### config.mk
export PLATFORM = sky130hd
export DESIGN_NAME = cache_fill_fsm
export DESIGN_NICKNAME = d
export VERILOG_FILES = /design/src/rtl/cache_fill_fsm.sv
export SDC_FILE = /design/constraint.sdc
export NUM_CORES = 1
export LEC_CHECK = 0
export CAP_MARGIN = 0
export CORE_MARGIN = 10
export CORE_UTILIZATION = 39
export DETAILED_ROUTE_END_ITERATION = 10
export GPL_ROUTABILITY_DRIVEN = 0
export PLACE_DENSITY = 0.95
export SLEW_MARGIN = 20
export SYNTH_ARGS = -nofsm -noshare
export SYNTH_HDL_FRONTEND = slang
export SYNTH_SLANG_ARGS = --single-unit
### constraint.sdc
create_clock -name clk -period 2.6 [get_ports clk]
set_input_delay 0.78 -clock clk [delete_from_list [all_inputs] [get_ports clk]]
set_output_delay 0.78 -clock clk [all_outputs]
set_load 0.02 [all_outputs]
### src/rtl/cache_fill_fsm.sv
// Cache miss fill: on a miss, streams BLOCK_WORDS sequential reads to memory and installs the returned words.
// Stall asserts in the miss cycle; one request per cycle, words counted so any memory latency >= 1 works.
module cache_fill_fsm #(
    parameter int BLOCK_WORDS = 8,
    parameter int IDX_W       = 3
) (
    input  logic             clk,
    input  logic             rst_n,
    input  logic             miss_detected,
    input  logic [15:0]      miss_address,
    input  logic             memory_data_valid,
    input  logic [15:0]      memory_data,
    output logic             fsm_busy,
    output logic             mem_read,
    output logic [15:0]      memory_address,
    output logic             write_data_array,
    output logic [IDX_W-1:0] data_word_idx,
    output logic             write_tag_array,
    output logic             fill_done
);

    typedef enum logic {
        IDLE,
        FILL
    } state_t;

    // Block-aligned base: clears log2(2*BLOCK_WORDS) low byte-address bits.
    localparam logic [15:0]    ALIGN_MASK = ~(16'(2 * BLOCK_WORDS) - 16'd1);
    localparam logic [IDX_W:0] REQ_END    = (IDX_W + 1)'(BLOCK_WORDS);
    localparam logic [IDX_W-1:0] LAST_IDX = IDX_W'(BLOCK_WORDS - 1);

    state_t           state;
    logic [15:0]      base_addr;
    logic [IDX_W:0]   req_cnt;
    logic [IDX_W-1:0] rcv_cnt;

    logic             in_fill;
    logic             req_pending;
    logic             last_word;
    logic [IDX_W-1:0] req_slot;
    logic [15:0]      req_offset;

    // The returned word goes straight into the data array; this block only sequences it.
    logic             unused_memory_data;
    assign unused_memory_data = ^memory_data;

    assign in_fill     = (state == FILL);
    assign req_pending = (req_cnt < REQ_END);
    assign last_word   = in_fill && memory_data_valid && (rcv_cnt == LAST_IDX);

    // After the final request the address parks on the last word of the block.
    assign req_slot    = req_pending ? req_cnt[IDX_W-1:0] : LAST_IDX;
    assign req_offset  = 16'(req_slot) << 1;

    assign fsm_busy         = in_fill || miss_detected;
    assign mem_read         = in_fill && req_pending;
    assign memory_address   = in_fill ? (base_addr + req_offset) : 16'h0000;
    assign write_data_array = in_fill && memory_data_valid;
    assign data_word_idx    = rcv_cnt;
    assign write_tag_array  = last_word;
    assign fill_done        = last_word;

    always_ff @(posedge clk) begin
        if (!rst_n) begin
            state     <= IDLE;
            base_addr <= 16'h0000;
            req_cnt   <= '0;
            rcv_cnt   <= '0;
        end else begin
            case (state)
                IDLE: begin
                    if (miss_detected) begin
                        base_addr <= miss_address & ALIGN_MASK;
                        req_cnt   <= '0;
                        rcv_cnt   <= '0;
                        state     <= FILL;
                    end
                end
                FILL: begin
                    if (req_pending) begin
                        req_cnt <= req_cnt + (IDX_W + 1)'(1);
                    end
                    if (memory_data_valid) begin
                        rcv_cnt <= rcv_cnt + IDX_W'(1);
                    end
                    if (last_word) begin
                        req_cnt <= '0;
                        rcv_cnt <= '0;
                        state   <= IDLE;
                    end
                end
                default: state <= IDLE;
            endcase
        end
    end

endmodule

==> results of run 1 <==
-- cell families (layout without fill, tap and decap cells) --
kind of cell,after synthesis,count (layout),share of synthesized area (%)
AOI/OAI and AO/OA,22,22,15.9
muxes,1,1,1.38
and+or+nand+nor,61,61,31.2
adders and majority gates,3,3,3.76
other,1,1,0.376
buffers and inverters,11,50,7.15
DFF,20,20,40.2
-- how the worst max path moves through the flow --
stage	start	end	slack, ns	depth (start not counted)
after floorplan	data_word_idx[0]	write_tag_array	0.56	4
after global placement	memory_data_valid	write_tag_array	-0.28	3
after detailed placement	memory_data_valid	write_tag_array	-0.30	3
after CTS	memory_data_valid	write_tag_array	0.002	3
after global routing	memory_data_valid	write_data_array	0.007	3
final	memory_data_valid	write_data_array	0.04	3
-- area by class of cell --
type                       count  area (um2)
clock buffer                   3        22.5
clock inverter                 1        30.0
fill                         212        1010
inverter                       2        7.51
multi-input combinational     88         526
sequential                    20         404
tap                           30        37.5
timing repair buffer          44         414
-- per-layer routing --
metal  track usage, %  part of all wire [%]  vias to the layer above
met3             3.07                   6.4                        4
met1             11.1                    38                      442
met2             19.7                    53                       29
li1                 -                     -                      475
met5                0                     0                        -
met4             5.59                   2.0                        0
-- per-stage QoR --
stage	setup TNS, ns	cells	cell area, um2
floorplan	0	119	997
global placement	-0.964	184	1400
detailed placement	-1.03	184	1400
CTS	0	188	1450
global route	0	188	1440
finish	0	188	1440
-- cell usage in the layout (no fill, tap or decap), types with 2 or more instances in the layout --
cell / instances
ha_1: 3
nand3_1: 5
o211ai_1: 2
nor2b_1: 3
and2_1: 13
clkbuf_2: 2
buf_4: 6
nand2_1: 27
o21a_1: 2
clkbuf_4: 3
clkdlybuf4s50_1: 34
inv_1: 2
a21boi_1: 12
nand4_1: 3
dfxtp_1: 19
nor2_1: 3
-- registers in the layout (all words and copies together) (netlist names) --
register	cells
data_word_idx	3
in_fill	1
req_cnt	4
base_addr	12
-- worst max-delay path, stage by stage --
cell,delay (ns)
clkdlybuf4s50_1,0.50
and2_1,0.17
clkdlybuf4s15_1,0.32
-- power by group --
part	switching [W]	internal, W
sequential	0.0000118	0.000321
clock	0.0000976	0.000156
combinational	0.0000594	0.0000627
-- what timing repair did --
item / in CTS / in global routing
hold endpoints to repair: 0 / 0
endpoints found under the setup margin: 18 / 4
hold buffers: 0 / 0
resized for setup: 7 / 4
==> results.ini, run 1 <==
[run_status]
status = completed

[layout]
nNetsFinal = 198
drive_above_1_share_pct = 10.1
area_growth_pct = 44.5
num_antenna_cells = 0
fin_util_pct = 58.7

[floorplanning]
die_x_um = 70.6
dieHeight_um = 70.6
coreArea_um2 = 2450
rows = 18
ios = 60
die_area_um2 = 4980
start_util_pct = 40.6

[worst_setup_path]
crit_type = in -> out
rrSetupSlack_ns = 1.21
required_ns = 1.82
ff2ff_path_depth = 5
end_kind = primary output
arrival_ns = 1.78
cp-start-kind = primary input
worst-path-max-fanout = 3
r2r-start = data_word_idx[0]
r2r_end = req_cnt[3]

[pwr]
p_leak_nw = 0.564
ir_drop_uv = 409
powerDensity_nw_per_um2 = 491
power_w = 0.000708

[drt]
wl_per_cell_um = 15.2
first_pass_iters = 4
drc_errors = 0
vias = 950
avgViaCountPerCell = 5.05
wl_um = 2850
drtAntennaViolNets = 0
drt_iter0_markers = 37

[sta]
max_freq_ghz = 0.391
final_hold_viol_count = 0
slew_viol_final = 0
post-route-period-util_pct = 98.3
fin_ws_ns = 0.0436
holdWs_ns = 0.460
grt_setup_unrepaired = false
setup_viol = 0
fin_skew_ns = 0.00821
fin_crit_ns = 2.56

[synth]
ys_ff_latch = 20
yosys_warnings = 0
syn_avg_cell_area_um2 = 8.38
synth_area_leader_cell = dfxtp_1
ys_seq_area_share_pct = 40.2
synth_ff_type = dfxtp_1
synth.distinct_cells = 30
synth-edff-count = 0
async_reset_ff_share_pct = 0
synth_nets = 158
synth.most_common_cell = nand2_1
synth.area.top_cells = dfxtp_1 (40%), nand2_1 (10%), a21boi_1 (9.0%)
synth_cells = 119
syn_area_um2 = 997
synthTopCellsByCount = nand2_1 (27), dfxtp_1 (20), and2_1 (13), a21boi_1 (12), nand3_1 (5)
synth_top_area_share_pct = 40.2

[cts]
cts_tree = built
path_clk_slew_ns = 0.11
cts_setup_buffers = 0
htreeDepth = 1
clk_latency_ns = 0.30
clock_path_buffers = 2
numCtsBuffers = 3
clkSinkCount = 20
cts_root_buf = clkbuf_4

[job]
drv_cap = 0

[grt]
grt_pass1_wl_um = 4620
grt_overflow_total = 0
grt_usage_pct = 10.9
grt_max_degree = 14
antenna_found_initial = 0
first_global_vias = 989

[place]
dp_hpwl_um = 2100
pre_cts_ws_ns = -0.300
io_buffers = 38

[min_path]
hold_class = reg -> reg
hp-start = base_addr[14]
holdPathEnd = base_addr[14]
min_path_cells = 2

Power figures use the tool's default switching activity.
==> run 2, diff against run 1 <==
CORE_UTILIZATION = 33   (was 39)
PLACE_DENSITY = 0.87   (was 0.95)
clock period = 2.3 ns   (was 2.6 ns; I/O delays follow)
==> results.ini, run 2 (synthesis results as in run 1) <==
[worst_setup_path]
required_ns = 1.61  ; was 1.82 ns
worst-path-max-fanout = 3  ; unchanged
crit_slowest_cell = clkdlybuf4s50_1  ; unchanged
cp-start-kind = primary input  ; unchanged
slowest_delay_ns = 0.49  ; was 0.50 ns
critical_path.top_delay_family = buffers and inverters  ; unchanged
crit_chain = clkdlybuf4s50_1 -> and3_1 -> buf_2  ; was clkdlybuf4s50_1 -> and2_1 -> clkdlybuf4s15_1
arrival_ns = 1.54  ; was 1.78 ns
crit_type = in -> out  ; unchanged
path_buf_inv = 2  ; unchanged
end_kind = primary output  ; unchanged

[layout]
layout.cells.non_filler = 188  ; unchanged
largest_reg_flops = 12  ; unchanged
mostFrequentLayoutCell = nand2_1  ; was clkdlybuf4s50_1
drive_above_1_share_pct = 11.5  ; was 10.1%
final_area_um2 = 1460  ; was 1440 um2
layout_common_cells = nand2_1 (27), dfxtp_1 (19), clkdlybuf4s50_1 (18), and2_1 (13), a21boi_1 (12)  ; was clkdlybuf4s50_1 (34), nand2_1 (27), dfxtp_1 (19), and2_1 (13), a21boi_1 (12)
nNetsFinal = 197  ; was 198
fillers = 262  ; was 212
largest_register = base_addr  ; unchanged
num_antenna_cells = 0  ; unchanged
area_growth_pct = 46.4  ; was 44.5%

[pwr]
powerDensity_nw_per_um2 = 545  ; was 491 nW/um2
ir_drop_uv = 229  ; was 409 uV
power_w = 0.000795  ; was 0.000708 W
p_leak_nw = 0.785  ; was 0.564 nW

[cts]
path_clk_slew_ns = 0.11  ; about the same
clk_latency_ns = 0.30  ; about the same
clock_path_buffers = 2  ; unchanged
clkSinkCount = 20  ; unchanged
numCtsBuffers = 3  ; unchanged
cts_root_buf = clkbuf_4  ; unchanged
cts_tree = built  ; unchanged
hold_buffers = 0  ; unchanged
htreeDepth = 1  ; unchanged
cts_setup_buffers = 0  ; unchanged

[sta]
grt_setup_unrepaired = false  ; unchanged
fin_skew_ns = 0.00433  ; was 0.00821 ns
fin_crit_ns = 2.23
final_hold_viol_count = 0  ; unchanged
max_freq_ghz = 0.448
fin_ws_ns = 0.0655  ; was 0.0436 ns
post-route-period-util_pct = 97.2
setup_viol = 0  ; unchanged
slew_viol_final = 0  ; unchanged

[place]
dp_hpwl_um = 2020  ; was 2100 um
io_buffers = 38  ; unchanged
dp_cells = 184  ; unchanged
placed_area_um2 = 1400  ; about the same
pre_cts_ws_ns = -0.400  ; was -0.300 ns

[grt]
grt_max_degree = 28  ; was 14
grt_overflow_total = 0  ; unchanged
grt_usage_pct = 9.77  ; was 10.9%
antenna_found_initial = 0  ; unchanged
grt_pass1_wl_um = 4290  ; was 4620 um
first_global_vias = 974  ; was 989

[drt]
wl_per_cell_um = 13.9  ; was 15.2 um
wl_um = 2620  ; was 2850 um
drtAntennaViolNets = 0  ; unchanged
vias = 918  ; was 950
first_pass_iters = 4  ; unchanged
drc_errors = 0  ; unchanged
drt_iter0_markers = 58  ; was 37
avgViaCountPerCell = 4.88  ; was 5.05

[floorplanning]
dieHeight_um = 75.0  ; was 70.6 um
ios = 60  ; unchanged
coreArea_um2 = 2830  ; was 2450 um2
rows = 19  ; was 18
die_area_um2 = 5620  ; was 4980 um2
start_util_pct = 35.2  ; was 40.6%
die_x_um = 75.0  ; was 70.6 um

[run_status]
status = completed  ; unchanged

[job]
drv_cap = 0  ; unchanged

[min_path]
hold_class = reg -> reg  ; unchanged

## run 2: cell types whose count changed in the layout (fill, tap and decap cells not counted), sizes merged
cell | previous run | this run
clkdlybuf4s50 | 34 | 18
clkdlybuf4s15 | 1 | 0
clkbuf | 5 | 4
dlygate4sd2 | 1 | 5
buf | 6 | 8
dlymetal6s2s | 0 | 11
## run 2: final timing paths
path	start	end	slack, ns	cells after the start
worst min register to register	base_addr[5]	base_addr[5]	0.46	2
worst max register to register	data_word_idx[0]	req_cnt[3]	0.90	5
worst min-delay path	base_addr[5]	base_addr[5]	0.46	2
worst max-delay path	memory_data_valid	fill_done	0.07	3
## run 2: layout make-up
cell class              count  area (um2)  share of cell area [%]
repair buffers             43         432                    29.6
inverters                   2        7.51                   0.514
clock buffers               3        22.5                    1.54
multi-input cells          88         528                    36.2
flip-flops and latches     20         402                    27.5
well taps                  31        38.8                    2.66
clock inverters             1        30.0                    2.06
## run 2: repair_timing
item                                    4_1_cts  5_1_grt
hold endpoints to repair                      0        0
endpoints found under the setup margin       10       13
resized for setup                            18       15
pin swaps                                     0        0
## run 2: layer usage
| layer | up-vias | track usage, % | wire [um] |
|---|---|---|---|
| li1 | 470 | - | - |
| met1 | 426 | 9.53 | 1020 |
| met2 | 20 | 18.2 | 1430 |
| met3 | 2 | 2.50 | 132 |
| met4 | 0 | 5.67 | 41 |
| met5 | - | 0 | 0 |
## run 2: tightest hold or removal path, stage by stage (launching register included)
cell      delay, ns
dfxtp_1        0.32
nand2_1        0.05
a21boi_1       0.05
## run 2: metrics by stage
step                      hold slack, ns  setup TNS [ns]  util [%]
final                              0.457               0      51.6
after global routing               0.475               0      51.6
after CTS                          0.458               0      50.9
after detailed placement           0.442           -1.40      49.6
after global placement             0.436           -1.36      49.6
after floorplan                    0.430               0         -
## run 2: power by group
part	internal, W	switching [W]	leakage (nW)
combinational	0.0000690	0.0000684	0.593
sequential	0.000363	0.00000967	0.164
clock	0.000176	0.000110	0.0279
